<file path="src/rtl/pipe_pkg.sv">
// Shared definitions for valid/ready pipeline stage registers.
package pipe_pkg;

    typedef logic [1:0] occ_t;

    typedef enum logic [1:0] {
        ST_EMPTY = 2'd0,
        ST_ONE   = 2'd1,
        ST_TWO   = 2'd2
    } occ_state_e;

endpackage

</file>
<file path="src/rtl/pipe_skid_buf.sv">
// Skid entry for pipe_stage_reg: one payload register plus its valid flag.
module pipe_skid_buf #(
    parameter int DATA_W = 32
) (
    input  logic              clk,
    input  logic              rst,
    input  logic              flush_i,
    input  logic              load_i,
    input  logic              unload_i,
    input  logic [DATA_W-1:0] data_i,
    output logic [DATA_W-1:0] data_o,
    output logic              valid_o
);

    logic [DATA_W-1:0] data_q;
    logic              valid_q;

    always_ff @(posedge clk or posedge rst) begin
        if (rst) begin
            data_q  <= '0;
            valid_q <= 1'b0;
        end else if (flush_i) begin
            valid_q <= 1'b0;
        end else if (load_i) begin
            data_q  <= data_i;
            valid_q <= 1'b1;
        end else if (unload_i) begin
            valid_q <= 1'b0;
        end
    end

    assign data_o  = data_q;
    assign valid_o = valid_q;

endmodule

</file>
<file path="src/rtl/pipe_stage_reg.sv">
// Generic valid/ready pipeline stage register with stall and synchronous flush.
// Build with PIPE_SKID_EN for a 2-entry skid version whose in_ready is registered.
module pipe_stage_reg
    import pipe_pkg::*;
#(
    parameter int                DATA_W    = 32,
    parameter logic [DATA_W-1:0] RST_VAL   = '0,
    parameter logic [DATA_W-1:0] FLUSH_VAL = '0
) (
    input  logic              clk,
    input  logic              rst,
    input  logic              flush,
    input  logic              in_valid,
    output logic              in_ready,
    input  logic [DATA_W-1:0] in_data,
    output logic              out_valid,
    input  logic              out_ready,
    output logic [DATA_W-1:0] out_data,
    output logic [1:0]        occupancy
);

    occ_state_e        state_q, state_d;
    logic [DATA_W-1:0] out_q, out_d;
    logic              in_xfer, out_xfer;

    assign out_valid = (state_q != ST_EMPTY);
    assign in_xfer   = in_valid & in_ready;
    assign out_xfer  = out_valid & out_ready;
    assign out_data  = out_q;
    assign occupancy = occ_t'(state_q);

`ifdef PIPE_SKID_EN
    logic              in_ready_q, in_ready_d;
    logic              skid_load, skid_unload, skid_vld;
    logic [DATA_W-1:0] skid_data;

    pipe_skid_buf #(.DATA_W(DATA_W)) u_skid (
        .clk      (clk),
        .rst      (rst),
        .flush_i  (flush),
        .load_i   (skid_load),
        .unload_i (skid_unload),
        .data_i   (in_data),
        .data_o   (skid_data),
        .valid_o  (skid_vld)
    );

    assign in_ready = in_ready_q;
`else
    assign in_ready = !out_valid | out_ready;
`endif

    always_comb begin
        state_d = state_q;
        out_d   = out_q;
`ifdef PIPE_SKID_EN
        skid_load   = 1'b0;
        skid_unload = 1'b0;
`endif
        if (flush) begin
            state_d = ST_EMPTY;
            out_d   = FLUSH_VAL;
        end else begin
            case (state_q)
                ST_EMPTY: begin
                    if (in_xfer) begin
                        out_d   = in_data;
                        state_d = ST_ONE;
                    end
                end
                ST_ONE: begin
                    if (in_xfer && out_xfer) begin
                        out_d = in_data;
`ifdef PIPE_SKID_EN
                    end else if (in_xfer) begin
                        // downstream stalled: park the new payload in the skid entry
                        skid_load = 1'b1;
                        state_d   = ST_TWO;
`endif
                    end else if (out_xfer) begin
                        state_d = ST_EMPTY;
                    end
                end
`ifdef PIPE_SKID_EN
                ST_TWO: begin
                    if (out_xfer && skid_vld) begin
                        out_d       = skid_data;
                        skid_unload = 1'b1;
                        state_d     = ST_ONE;
                    end
                end
`endif
                default: state_d = ST_EMPTY;
            endcase
        end
`ifdef PIPE_SKID_EN
        in_ready_d = (state_d != ST_TWO);
`endif
    end

    always_ff @(posedge clk or posedge rst) begin
        if (rst) begin
            state_q <= ST_EMPTY;
            out_q   <= RST_VAL;
        end else begin
            state_q <= state_d;
            out_q   <= out_d;
        end
    end

`ifdef PIPE_SKID_EN
    always_ff @(posedge clk or posedge rst) begin
        if (rst) in_ready_q <= 1'b1;
        else     in_ready_q <= in_ready_d;
    end
`endif

endmodule

</file>
<file path="config.mk">
export PLATFORM = sky130hd
export DESIGN_NAME = pipe_stage_reg
export DESIGN_NICKNAME = d
export VERILOG_FILES = /design/src/rtl/pipe_pkg.sv /design/src/rtl/pipe_skid_buf.sv /design/src/rtl/pipe_stage_reg.sv
export SDC_FILE = /design/constraint.sdc
export NUM_CORES = 1
export LEC_CHECK = 0
export ABC_AREA = 1
export CAP_MARGIN = 20
export CORE_MARGIN = 5
export CORE_UTILIZATION = 42
export DETAILED_ROUTE_END_ITERATION = 12
export GPL_TIMING_DRIVEN = 1
export PLACE_DENSITY = 0.8
export SYNTH_ARGS = -nofsm -noshare
export SYNTH_HDL_FRONTEND = slang
export SYNTH_SLANG_ARGS = --single-unit
</file>
<file path="constraint.sdc">
create_clock -name clk -period 1.2 [get_ports clk]
set_input_delay 0.18 -clock clk [delete_from_list [all_inputs] [get_ports clk]]
set_output_delay 0.18 -clock clk [all_outputs]
set_load 0.01 [all_outputs]
</file>
Yosys cells after proc, flatten, opt, wreduce, memory -nomap -nowiden:

Index checks and enable logic that the tools add are counted.
W data, S select, Z words.

* bits of input ports: 37
* flip-flop bits (word level): 34

* multiplexer cells: 9
* bitwise logic cells: 3
* reductions and logical operators: 7
* equality and inequality tests: 5

Operator list (count)
* $mux W32: 3
* $pmux W32 S2: 1
* $ne A3 B3 Y1 const B: 4
* $mux W2: 4
* $reduce_and A3 Y1: 2
* $pmux W2 S2: 1
* $reduce_bool A3 Y1: 1
* $and A1 B1 Y1: 2
* $eq A2 B1 Y1 const B: 1
* $logic_not A2 Y1: 1
* $reduce_bool A2 Y1: 1
* $logic_and A1 B1 Y1: 1
* $logic_not A1 Y1: 1
* $or A1 B1 Y1: 1

Depth between registers and ports, before layout:

* depth in word-level cells: 8
* gate-level depth with buffers: 6
* depth with buffers taken out: 5

Least setup slack after synthesis:

Ideal clock, no wire load.

* kind: register -> register
* start point: register state_q[0], in the netlist occupancy[0]
* end point: register out_q[18], in the netlist out_data[18]
* data required time: 1.083 ns
* arrival: 0.886 ns
* clock period less this slack: 1.003 ns
* cell stages (with the launch flop): 6
* setup slack: 0.197 ns
* path through: dfrtp_1 > nand2_4 > nand2_8 > buf_12 > nand3_2 > nand2_1

* longest elaborated chain between the ends: 7
* elaborated cells between the ends (all ways): 14
* those cells by class: 3 x eq/ne; 2 x mux; 3 x bitwise; 6 x reduce/logical

Ends and longest elaborated chain
* start, declared: RTL line pipe_stage_reg.sv:22 `occ_state_e state_q, state_d;`
* start signal, assigned: RTL line pipe_stage_reg.sv:106 `state_q <= state_d;`
* $reduce_bool A2 Y1: RTL line pipe_stage_reg.sv:26 `assign out_valid = (state_q != ST_EMPTY);`
* $logic_not A1 Y1: RTL line pipe_stage_reg.sv:50 `assign in_ready = !out_valid | out_ready;`
* $or A1 B1 Y1: RTL line pipe_stage_reg.sv:50
* $and A1 B1 Y1: RTL line pipe_stage_reg.sv:27 `assign in_xfer = in_valid & in_ready;`
* $logic_and A1 B1 Y1: RTL line pipe_stage_reg.sv:72 `if (in_xfer && out_xfer) begin`
* $ne A3 B3 Y1 (no source line)
* $reduce_and A3 Y1 (no source line)
* end signal, assigned: RTL line pipe_stage_reg.sv:107 `out_q <= out_d;`
* end, declared: RTL line pipe_stage_reg.sv:23 `logic [DATA_W-1:0] out_q, out_d;`

Parallel ways exist; a longest one is shown, timed or not.
A chain may end at the register's enable or synchronous reset.

Final worst setup path:

* start point: register out_q[9], in the netlist out_data[9]
* end point: output port out_data[9]

RTL lines
* end, declared: RTL line pipe_stage_reg.sv:18 `output logic [DATA_W-1:0] out_data,`

No word-level cell between the ends.

==> summary.md <==
| Metric | Value |
|---|---|
| Syn Area/Cell | `10.9 um^2` |
| Sequential share of the synthesized area | `48.8%` |
| # diodes | `0` |
| Crit path from | `out_data[9]$_DFFE_PP0P_` |
| Register area | `826 um^2` |
| R2R depth | `5` |
| Synth top cells by count | `dfrtp_1 (33), nand2_1 (32), nand4_1 (32), nand3_2 (30), buf_4 (9)` |
| Final non-filler cell total | `275` |
| R2r setup slk | `0.10 ns` |
| Share of cells above drive strength 1 | `22.7%` |
| CP bufs+invs | `1` |
| Final period utilization | `95.3%` |
| Core ar. | `3940 um^2` |
| Total GRT Usage | `16.5%` |
| Max FO, Critical Path | `2` |
| Crit path cell chain | `dlygate4sd2_1` |
| First-pass GRT wire length | `6890 um` |
| Setup crit start kind | `register` |
| Crit Reg-Reg Startpoint | `occupancy[0]$_DFFE_PP0P_` |
| Outcome | `complete, no violations` |
| Drt pass-1 iters | `4` |
| CTS tree | `yes` |
| WHS | `0.257 ns` |
| DP Worst Slack | `-0.325 ns` |
| PortBufs | `71` |
| Post-Synthesis Cell Area | `1690 um^2` |
| RD Place Congestion | `0.704` |
| Setup violators final | `0` |
| Post-layout min period | `1.14 ns` |
| Largest cells by area after synthesis | `dfrtp_1 (49%), nand3_2 (18%), nand4_1 (12%), nand2_1 (7.1%), buf_4 (4.0%)` |
| Site row count | `23` |
| Final setup margin | `0.0568 ns` |
| Net Count, Synth | `192` |
| Clock Skew | `0.00265 ns` |
| Pins over their slew limit | `0` |
| Final Hold Viols | `0` |
| Placed cell count | `267` |
| Post-synth top area share | `48.8%` |
| DP HPWL | `2950 um` |
| Max Root-Sink Buffers | `2` |
| Worst Hold Class | `input pin to async pin` |
| Critical-path top delay cell | `dfrtp_1` |
| WL/cell | `15.2 um` |
| Fin nets | `262` |
| Chip width | `73.5 um` |
| RSZ-0062 raised after global routing | `no` |
| Final ANT Viol Nets | `0` |
| Post-synth EDFFs | `0` |
| Setup CP Type | `register to primary output` |
| DRC violation count after routing | `0` |
| Count leader, synth | `dfrtp_1` |
| Post-synth ARST share | `100%` |
| Layout area overhead | `46.3%` |
| Io pins | `73` |
| Wirelength, routed | `4190 um` |
| PD cells | `1040 nW/um^2` |
| Setup crit end | `out_data[9]` |
| Number of H-tree levels | `2` |
| Critical path required time | `1.02 ns` |
| Synth Instances | `155` |
| Total power | `2570 uW` |
| Initial antenna violation count | `0` |
| Crit end category | `primary output` |
| Delay-heaviest family, CP | `flip-flops` |
| WP data arrival | `0.96 ns` |
| Starting density of the core | `42.9%` |
| Yosys cell types | `17` |
| Worst-path clk slew | `0.06 ns` |
| Post-CTS Repair Setup Buffers | `0` |
| Fillcell total | `350` |
| Reg2reg end | `out_data[22]$_DFFE_PP0P_` |
| Worst-Skew Late Latency | `0.27 ns` |
| Clock Sinks | `33` |
| Vias per std cell | `5.06` |
| Crit path depth | `1` |
| Starting DRC count in detailed routing | `57` |
| Setup TNS | `0 ns` |
| Leakage | `0.00126 uW` |
| Max VDD drop | `0.633 mV` |
| GRT Residual Overflow | `0` |
| Warnings, synthesis | `0` |
| Number of synthesized register bits | `33` |
| Vias in the first global route | `1427` |
| Chip height | `73.5 um` |
| Area taken by multi-input logic gates | `691 um^2` |
| Largest net degree at the start of global routing | `34` |
| Via count | `1392` |
| TritonCTS buffer count | `5` |
| Synth Flop Type | `dfrtp_1` |
| Die ar. | `5400 um^2` |
| Max Cap Viol | `0` |
| Achievable frequency | `0.875 GHz` |
| Top cell type by total area after synthesis | `dfrtp_1` |
| CTS root buf | `clkbuf_8` |
| Slowest cell delay on critical path | `0.40 ns` |
[timing repair]
action | CTS | global route
gates resized for setup | 39 | 5
endpoints found under the setup margin | 67 | 15
hold buffers | 0 | 0
pin swaps | 1 | 0
gates cloned | 1 | 0
[power breakdown]
part,switching (uW),internal (uW)
clock network,369,455
registers,45.8,1180
logic,259,263
[cells by family after synthesis]
family	synth area share (%)
buffers and inverters	11.6
flip-flops	48.8
other	0.222
AO/OA/AOI/OAI	0.295
AND/OR/NAND/NOR	39.1
[per-stage QoR]
stage / util (%) / cell area [um^2]
after floorplan: - / 1690
after global placement: 61.0 / 2400
after CTS: 62.7 / 2470
final: 62.8 / 2480
after detailed placement: 61.0 / 2400
after global routing: 62.8 / 2480
[worst min-delay path, delay by kind of cell]
kind                   cells  cell delay (ns)
buffers and inverters      3             0.70
[placed cells by master (no fill, tap or decap)]
cell | netlist | layout
inv_1 | 2 | 2
dfrtp_1 | 33 | 33
nand2_1 | 32 | 32
clkdlybuf4s50_1 | 0 | 35
clkbuf_8 | 0 | 6
nand2_4 | 1 | 1
clkbuf_2 | 0 | 1
clkdlybuf4s15_1 | 0 | 2
a21oi_1 | 1 | 1
inv_2 | 1 | 1
buf_4 | 9 | 4
conb_1 | 1 | 1
nand3_2 | 30 | 30
nand2_8 | 1 | 2
buf_12 | 3 | 5
dlygate4sd2_1 | 0 | 33
nand3_1 | 2 | 2
clkbuf_1 | 0 | 1
inv_4 | 1 | 1
nand4_1 | 32 | 32
[sequential cells by signal (all words and copies together) (netlist names)]
name,count
occupancy,1
out_data,32
[per-layer routing]
metal  wire length (um)  track usage (%)  vias to the layer above  share of wire, %
li1                   -                -                      683                 -
met1               1610             20.2                      664                38
met2               2280             28.7                       41                54
met3                271             4.10                        4               6.5
met4                 29             4.23                        0              0.69
met5                  0                0                        -                 0
[worst min-delay path by stage]
| stage | slack [ns] | cells past startpoint | end |
|---|---|---|---|
| 6_report | 0.26 | 3 | out_data[7]$_DFFE_PP0P_ |
| 3_3_place_gp | 0.49 | 2 | out_data[23]$_DFFE_PP0P_ |
| 3_5_place_dp | 0.49 | 2 | out_data[23]$_DFFE_PP0P_ |
| 4_1_cts | 0.25 | 3 | out_data[21]$_DFFE_PP0P_ |
| 2_1_floorplan | 0.24 | 1 | occupancy[0]$_DFFE_PP0P_ |
| 5_1_grt | 0.28 | 3 | out_data[27]$_DFFE_PP0P_ |
[area by class of cell]
cell class / count / area share (%)
sequential: 33 / 33.3
timing repair buffer: 80 / 32.1
multi-input combinational: 101 / 27.9
clock buffer: 7 / 3.48
tap: 50 / 2.53
inverter: 4 / 0.707
Power figures use the tool's default switching activity.
